$ cat src/rtl/chk_fifo.sv
// Per-destination expected-packet FIFO. With CHK_LATENCY_EN defined each entry
// also carries the timestamp of its push.
module chk_fifo #(
    parameter int W     = 16,
    parameter int DEPTH = 4,
`ifdef CHK_LATENCY_EN
    parameter int TS_W  = 16,
`endif
    localparam int CW   = $clog2(DEPTH + 1)
) (
    input  logic            clk,
    input  logic            reset,
    input  logic            push,
    input  logic            pop,
    input  logic [W-1:0]    din,
`ifdef CHK_LATENCY_EN
    input  logic [TS_W-1:0] ts_in,
    output logic [TS_W-1:0] head_ts,
`endif
    output logic [W-1:0]    head,
    output logic            full,
    output logic            empty,
    output logic [CW-1:0]   count
);
    localparam int PTR_W = $clog2(DEPTH);

    logic [W-1:0]     mem [DEPTH];
    logic [PTR_W-1:0] wr_ptr_reg;
    logic [PTR_W-1:0] rd_ptr_reg;
    logic [CW-1:0]    count_reg;

    // The caller guarantees push only when not full (or popping) and pop only when not empty.
    always_ff @(posedge clk) begin
        if (push) begin
            mem[wr_ptr_reg] <= din;
        end
    end

`ifdef CHK_LATENCY_EN
    logic [TS_W-1:0] ts_mem [DEPTH];

    always_ff @(posedge clk) begin
        if (push) begin
            ts_mem[wr_ptr_reg] <= ts_in;
        end
    end

    assign head_ts = ts_mem[rd_ptr_reg];
`endif

    always_ff @(posedge clk) begin
        if (reset) begin
            wr_ptr_reg <= '0;
            rd_ptr_reg <= '0;
            count_reg  <= '0;
        end else begin
            if (push) begin
                wr_ptr_reg <= wr_ptr_reg + PTR_W'(1);
            end
            if (pop) begin
                rd_ptr_reg <= rd_ptr_reg + PTR_W'(1);
            end
            count_reg <= count_reg + CW'(push) - CW'(pop);
        end
    end

    // Head is read asynchronously so the receive compare happens in the event cycle.
    assign head  = mem[rd_ptr_reg];
    assign full  = (count_reg == CW'(DEPTH));
    assign empty = (count_reg == '0);
    assign count = count_reg;

endmodule

$ cat config.mk
export PLATFORM = sky130hd
export DESIGN_NAME = chk_fifo
export DESIGN_NICKNAME = d
export VERILOG_FILES = /design/src/rtl/chk_fifo.sv
export SDC_FILE = /design/constraint.sdc
export NUM_CORES = 1
export LEC_CHECK = 0
export ABC_AREA = 1
export ABC_CLOCK_PERIOD_IN_PS = 2210
export BUFFER_PORTS_ARGS = -buffer_cell sky130_fd_sc_hd__buf_4
export CORE_MARGIN = 10
export CORE_UTILIZATION = 38
export CTS_BUF_LIST = sky130_fd_sc_hd__clkbuf_2
export CTS_CLUSTER_DIAMETER = 40
export DETAILED_ROUTE_END_ITERATION = 10
export SLEW_MARGIN = 20
export SYNTH_ARGS = -nofsm -noshare
export SYNTH_HDL_FRONTEND = slang
export SYNTH_SLANG_ARGS = --single-unit
$ cat constraint.sdc
create_clock -name clk -period 2.21 [get_ports clk]
set_clock_uncertainty 0.15 [all_clocks]
set_input_delay 0.442 -clock clk [delete_from_list [all_inputs] [get_ports clk]]
set_output_delay 0.442 -clock clk [all_outputs]
set_load 0.005 [all_outputs]
==> results of run 1 <==
## power by group through the flow
stage | Clock (uW) | Sequential [uW] | Combinational (uW)
2_1_floorplan | 0 | 1630 | 207
3_3_place_gp | 0 | 1630 | 391
3_5_place_dp | 0 | 1640 | 404
4_1_cts | 830 | 1600 | 429
5_1_grt | 891 | 1610 | 496
6_report | 806 | 1610 | 433
## metal layers
metal / GRT usage (%) / vias up / part of all wire, %
met3: 3.51 / 9 / 5.6
met1: 11.9 / 887 / 44
met2: 15.9 / 37 / 49
met5: 0 / - / 0
li1: - / 951 / -
met4: 4.80 / 0 / 1.5
## worst paths after layout
check             cells after the start             to  slack [ns]           from
setup reg to reg                      7       count[2]        0.46       count[0]
hold / removal                        3  wr_ptr_reg[1]        0.14           push
setup / recovery                      4       head[12]        0.14      flip-flop
hold reg to reg                       2  rd_ptr_reg[1]        0.33  rd_ptr_reg[1]
## final cells by class
type                    instances  area [um^2]
flip-flops and latches         73         2110
clock inverters                 4         68.8
multi-input cells             111          614
fillers                       710         3930
repair buffers                 66          603
clock buffers                  11         55.1
inverters                      48          180
well taps                     102          128
## synthesized netlist by cell type, types with 2 or more instances
master | instances | area [um^2]
sky130_fd_sc_hd__a21oi_1 | 20 | 100
sky130_fd_sc_hd__inv_1 | 48 | 180
sky130_fd_sc_hd__nand2_1 | 40 | 150
sky130_fd_sc_hd__o211ai_1 | 16 | 120
sky130_fd_sc_hd__o21ai_0 | 8 | 40.0
sky130_fd_sc_hd__a21oi_2 | 2 | 17.5
sky130_fd_sc_hd__buf_2 | 4 | 20.0
sky130_fd_sc_hd__dfxtp_1 | 9 | 180
sky130_fd_sc_hd__nor2_1 | 4 | 15.0
sky130_fd_sc_hd__ha_1 | 6 | 75.1
sky130_fd_sc_hd__buf_6 | 5 | 56.3
sky130_fd_sc_hd__edfxtp_1 | 64 | 1920
sky130_fd_sc_hd__o21ai_1 | 12 | 60.1
## cells by family after synthesis
logic type | Yosys count | synth area share (%)
adder cells (fa/ha/maj) | 7 | 3.19
AND/OR/NAND/NOR | 46 | 5.87
flip-flops | 73 | 70.5
AO/OA/AOI/OAI | 58 | 11.3
buffers and inverters | 58 | 9.11
## worst reg2reg max path, stage by stage, from the launching register on
cell and delay [ns]:
sky130_fd_sc_hd__dfxtp_1 0.41, sky130_fd_sc_hd__inv_1 0.06, sky130_fd_sc_hd__ha_1 0.26, sky130_fd_sc_hd__inv_1 0.04
sky130_fd_sc_hd__ha_1 0.18, sky130_fd_sc_hd__fa_1 0.38, sky130_fd_sc_hd__a21oi_1 0.13, sky130_fd_sc_hd__nor2_1 0.06
## stage by stage
stage	total power [uW]	area (um^2)	std cells	hold WS (ns)	setup TNS (ns)
2_1_floorplan	1840	2980	242	0.286	0
3_3_place_gp	2030	3400	381	0.306	0
4_1_cts	2860	3700	414	0.103	0
5_1_grt	3000	3750	415	0.112	-0.000781
3_5_place_dp	2040	3400	381	0.309	0
6_report	2850	3750	415	0.144	0
## timing repair
action	4_1_cts	5_1_grt
gates resized for setup	0	8
endpoints found under the setup margin	0	16
endpoints found under the hold margin	68	0
hold buffers	18	0
setup buffers	0	0
==> metrics.md, run 1 <==
| Metric | Value |
|---|---|
| Data arrival at the endpoint of the critical path | `1.48 ns` |
| Delay of the slowest cell on the worst path | `0.41 ns` |
| Cts bufs inserted | `9` |
| Maximum net fanout on the critical path | `22` |
| Post-synthesis to final-layout area growth | `25.9%` |
| Latest clock arrival within the worst-skew pair | `0.47 ns` |
| Top-Level Pins | `41` |
| Share of power burned in registers | `between 50% and 60%` |
| Synth Instances | `242` |
| Final RePlAce weighted congestion | `around 0.72` |
| Num Clock Sinks | `between 70 and 80` |
| TritonCTS clock tree | `built` |
| Worst slew margin relative to its limit | `79.2%` |
| Run status | `complete, no violations` |
| Diodes inserted | `0` |
| Actual transition at the worst max-transition pin | `0.312 ns` |
| Number of antenna violations at the first check in global routing | `0` |
| Number of global-route vias before repair | `roughly 1,800` |
| Die X | `109 um` |
| Number of library cell types mapped by synthesis | `17` |
| Asr flop ratio synth | `0%` |
| Maximum clock rate | `483 MHz` |
| Flip-flop count of the largest register, all copies and words added | `64` |
| Synthesized area | `0.00298 mm^2` |
| Largest net degree at the start of global routing | `45` |
| GRT Overall Usage | `10.0%` |
| Fraction of layout instances using a drive strength above 1 | `21.4%` |
| Top_reg_cell synth | `sky130_fd_sc_hd__edfxtp_1` |
| Min cycle time layout | `2.07 ns` |
| Count of buffers inserted at the top-level ports | `40` |
| Final core utilization | `48.8%` |
| # H-tree levels | `3` |
| Per-cell routed wire length | `13.8 um` |
| Total via count in the routed design | `1,884` |
| Core outline area | `0.00769 mm^2` |
| Max-slew violation total from the final report | `0` |
| Clock-pin slew on the worst setup and hold paths | `between 0.15 and 0.2 ns` |
| Fin. Hold Viols | `0` |
| Worst Setup Start Kind | `flip-flop` |
| Full die area | `about 0.012 mm^2` |
| Overall overflow remaining after global route | `0` |
| Power density over the cells | `758 mW/mm^2` |
| Post-route antenna net violation count | `0` |
| Peak ir drop on the vdd network | `0.338 mV` |
| Portion of the clock cycle consumed by the worst path in the final layout | `between 90% and 100%` |
| CP Buf/Inv Count | `2` |
| Number of placement rows | `32` |
| Net switching power | `683 uW` |
| Relative contribution of the clock network to total power | `between 20% and 30%` |
| Element type at the critical path end | `output pin` |
| Die H | `109 um` |
| Internal Power | `approximately 2200 uW` |
| Cell with the largest stage delay on the worst path | `sky130_fd_sc_hd__dfxtp_4` |
| Synthesized flop and latch total | `73` |
| DRC viols | `0` |
| Via-per-instance ratio | `between 4 and 5` |
| Clk Tree Root Cell | `sky130_fd_sc_hd__clkbuf_2` |
| Wire length of the first global-routing pass | `9080 um` |
| Chain of cells forming the critical path | `clkbuf_16 -> o21ai_0 -> nand2_1 -> buf_6` |
| Worst Setup Slack post-DPL | `between 0.3 and 0.4 ns` |
| Placed wire-length estimate | `roughly 3700 um` |
| Fraction of power spent switching nets | `roughly a quarter` |
| Worst EP required | `approximately 1.6 ns` |
| Most common cell after layout, fill and taps aside | `sky130_fd_sc_hd__edfxtp_1` |
| Final nets | `around 340` |
| Portion of total power attributed to combinational logic | `roughly 15%` |
| Worst min-delay path class | `input pin to flip-flop` |
| Kind of cell adding the most delay to the critical path | `flip-flops` |
| Number of DRC violations after detailed-routing iteration 0 | `approximately 140` |
| CTS max path bufs | `2` |
| Post-route setup slack | `0.140 ns` |
| Number of enable-type register cells in the synthesized netlist | `64` |
| Synthesized Nets | `269` |
| Max-Cap Viols | `0` |
| Starting Density | `38.8%` |
| Critical path class | `flip-flop to output pin` |
| Final WL | `about 5700 um` |
| Most frequent cells in the layout | `64 x sky130_fd_sc_hd__edfxtp_1, 48 x sky130_fd_sc_hd__inv_1, 42 x sky130_fd_sc_hd__buf_4, 39 x sky130_fd_sc_hd__nand2_1, 19 x sky130_fd_sc_hd__a21oi_1` |
| Sequential share of the synthesized area | `70.5%` |
| Count of final setup violators | `0` |
| Number of warning messages in the yosys log | `0` |
| Number of iterations in the first detailed-routing pass | `4` |
| Synth Area per Inst | `12.3 um^2` |
| Lkg Pwr | `0.00155 uW` |
Power figures use the tool's default switching activity.
==> run 2, diff against run 1 <==
--- a/config.mk
+++ b/config.mk
@@ -8,11 +8,14 @@
 export ABC_AREA = 1
 export ABC_CLOCK_PERIOD_IN_PS = 2210
 export BUFFER_PORTS_ARGS = -buffer_cell sky130_fd_sc_hd__buf_4
+export CELL_PAD_IN_SITES_DETAIL_PLACEMENT = 0
+export CELL_PAD_IN_SITES_GLOBAL_PLACEMENT = 1
 export CORE_MARGIN = 10
 export CORE_UTILIZATION = 38
 export CTS_BUF_LIST = sky130_fd_sc_hd__clkbuf_2
 export CTS_CLUSTER_DIAMETER = 40
 export DETAILED_ROUTE_END_ITERATION = 10
+export PLACE_DENSITY_LB_ADDON = 0.1
 export SLEW_MARGIN = 20
 export SYNTH_ARGS = -nofsm -noshare
 export SYNTH_HDL_FRONTEND = slang
==> run 2 against run 1 <==
Effect of this change:
- worst hold slack lost 0.033 ns
- critical path depth stayed put
- wire length is 2.0% higher
- maximum frequency is 2.7% lower
- combinational power grew 4%
- die area unchanged
- total power decreased by 2.6%
- critical path type unchanged
- largest cell class unchanged
- largest power group unchanged
==> metrics.md, run 2 (synthesis results as in run 1) <==
| Metric | Value |
|---|---|
| Run status | `complete, no violations (unchanged)` |
| Via-per-instance ratio | `4.41 (was 4.54)` |
| Element type at the critical path end | `output pin (unchanged)` |
| Max-slew violation total from the final report | `0 (unchanged)` |
| Most frequent cells in the layout | `64 x sky130_fd_sc_hd__edfxtp_1, 48 x sky130_fd_sc_hd__inv_1, 40 x sky130_fd_sc_hd__nand2_1, 36 x sky130_fd_sc_hd__buf_4, 18 x sky130_fd_sc_hd__dlygate4sd3_1 (was 64 x sky130_fd_sc_hd__edfxtp_1, 48 x sky130_fd_sc_hd__inv_1, 42 x sky130_fd_sc_hd__buf_4, 39 x sky130_fd_sc_hd__nand2_1, 19 x sky130_fd_sc_hd__a21oi_1)` |
| Count of final setup violators | `0 (unchanged)` |
| Unrepaired setup endpoints after global routing | `true` |
| Final nets | `336 (unchanged)` |
| Worst min-delay path class | `input pin to flip-flop (unchanged)` |
| Cts bufs inserted | `9 (unchanged)` |
| Latest clock arrival within the worst-skew pair | `0.49 ns (was 0.47 ns)` |
| Chain of cells forming the critical path | `buf_16 -> o211ai_1 -> nand2_1 -> buf_6 (was clkbuf_16 -> o21ai_0 -> nand2_1 -> buf_6)` |
| Portion of the clock cycle consumed by the worst path in the final layout | `96.3% (was 93.7%)` |
| Number of fill cells in the layout | `720 (was 710)` |
| Power density over the cells | `730 mW/mm^2 (was 758 mW/mm^2)` |
| Post-route antenna net violation count | `0 (unchanged)` |
| Count of buffers inserted at the top-level ports | `40 (unchanged)` |
| Flip-flop count of the largest register, all copies and words added | `64 (unchanged)` |
| Die X | `109 um (unchanged)` |
| Post-synthesis to final-layout area growth | `27.4% (was 25.9%)` |
| Setup TNS Final | `0 ns (unchanged)` |
| Largest net degree at the start of global routing | `33 (was 45)` |
| TritonCTS clock tree | `built (unchanged)` |
| Final RePlAce weighted congestion | `0.743 (was 0.721)` |
| Number of iterations in the first detailed-routing pass | `4 (unchanged)` |
| DRC viols | `0 (unchanged)` |
| Fin. Hold Viols | `0 (unchanged)` |
| Worst Setup Start Kind | `flip-flop (unchanged)` |
| Number of antenna violations at the first check in global routing | `0 (unchanged)` |
| Delay of the slowest cell on the worst path | `0.42 ns (was 0.41 ns)` |
| Fraction of layout instances using a drive strength above 1 | `22.6% (was 21.4%)` |
| Most common cell after layout, fill and taps aside | `sky130_fd_sc_hd__edfxtp_1 (unchanged)` |
| Diodes inserted | `0 (unchanged)` |
| Top-Level Pins | `41 (unchanged)` |
| Clock-pin slew on the worst setup and hold paths | `0.20 ns (was 0.17 ns)` |
| Worst slew margin relative to its limit | `75.7% (was 79.2%)` |
| Num Clock Sinks | `73 (unchanged)` |
| Placed wire-length estimate | `3420 um (was 3660 um)` |
| Die H | `109 um (unchanged)` |
| Maximum clock rate | `470 MHz (was 483 MHz)` |
| Number of DRC violations after detailed-routing iteration 0 | `69 (was 135)` |
| Max-Cap Viols | `0 (unchanged)` |
| Number of global-route vias before repair | `1,842 (was 1,849)` |
| Min cycle time layout | `2.13 ns (was 2.07 ns)` |
| GRT Overall Usage | `10.5% (was 10.0%)` |
| Clk Tree Root Cell | `sky130_fd_sc_hd__clkbuf_2 (unchanged)` |
| Data arrival at the endpoint of the critical path | `1.54 ns (was 1.48 ns)` |
| Actual transition at the worst max-transition pin | `0.364 ns (was 0.312 ns)` |
| # H-tree levels | `3 (unchanged)` |
| Per-cell routed wire length | `14.1 um (was 13.8 um)` |
| Maximum net fanout on the critical path | `32 (was 22)` |
| Full die area | `0.0118 mm^2 (unchanged)` |
| Number of placement rows | `32 (unchanged)` |
| Critical path class | `flip-flop to output pin (unchanged)` |
| Wire length of the first global-routing pass | `9360 um (was 9080 um)` |
| Peak ir drop on the vdd network | `0.352 mV (was 0.338 mV)` |
| Core outline area | `0.00769 mm^2 (unchanged)` |
| Overall overflow remaining after global route | `0 (unchanged)` |
| CTS max path bufs | `2 (unchanged)` |
| Lkg Pwr | `0.00155 uW (about the same)` |
| Worst EP required | `1.62 ns (about the same)` |
| Total via count in the routed design | `1,835 (was 1,884)` |
| Starting Density | `38.8% (unchanged)` |
| Worst hold margin | `0.112 ns (was 0.144 ns)` |
| Cell with the largest stage delay on the worst path | `sky130_fd_sc_hd__dfxtp_4 (unchanged)` |
| Final WL | `5860 um (was 5740 um)` |
| Post-CTS Setup Inserts | `0 (unchanged)` |
[run 2: cell types whose count changed in the layout (fill, tap and decap cells not counted), sizes merged]
| cell | delta |
|---|---|
| clkbuf | -1 |
| clkinvlp | +1 |
| clkinv | +2 |
| bufinv | -1 |
[run 2: per-stage QoR]
step                utilization (%)  area (um^2)  total power, uW  std cells  setup slack [ns]
floorplan                         -         2980             1840        242             0.512
global placement               44.3         3400             2030        380             0.334
detailed placement             44.3         3400             2040        380             0.337
CTS                            48.5         3730             2780        415            0.0145
global route                   49.4         3800             2940        416           -0.0556
finish                         49.4         3800             2770        416            0.0825
[run 2: repair_timing]
item / CTS / global route
gates resized for setup: 3 / 13
pin swaps: 1 / 9
endpoints found under the setup margin: 5 / 16
cloned: 1 / 1
hold buffers: 18 / 0
endpoints found under the hold margin: 68 / 0
[run 2: critical path: cells and delay by family (launching register included)]
family	cells	cell delay [ns]
AOI/OAI and AO/OA	1	0.16
buffers and inverters	2	0.31
DFF	1	0.42
and+or+nand+nor	1	0.12
[run 2: layout make-up]
type                            count  area, um^2  share of cell area [%]
Sequential cell                    73        2110                    55.5
Clock buffer                       10        50.0                    1.32
Timing Repair Buffer               66         651                    17.1
Inverter                           48         180                    4.74
Tap cell                          102         128                    3.36
Multi-Input combinational cell    111         623                    16.4
Clock inverter                      6        60.1                    1.58
[run 2: worst paths after layout]
path	start	endpoint	slack, ns	depth (start not counted)
min reg2reg	rd_ptr_reg[1]	flip-flop	0.33	2
max	flip-flop	head[1]	0.08	4
min	push	wr_ptr_reg[0]	0.11	3
max reg2reg	count[0]	count[2]	0.49	7
[run 2: routing by layer]
| metal | part of all wire (%) | global-route usage, % | wire, um |
|---|---|---|---|
| met5 | 0 | 0 | 0 |
| met3 | 4.7 | 3.69 | 274 |
| met2 | 47 | 16.9 | 2730 |
| met1 | 47 | 12.3 | 2770 |
| met4 | 1.4 | 4.80 | 82 |
[run 2: where the power goes]
group / internal (uW) / leakage [uW] / switching, uW
Clock: 260 / 0.0000693 / 455
Sequential: 1570 / 0.000664 / 33.2
Combinational: 231 / 0.000822 / 220
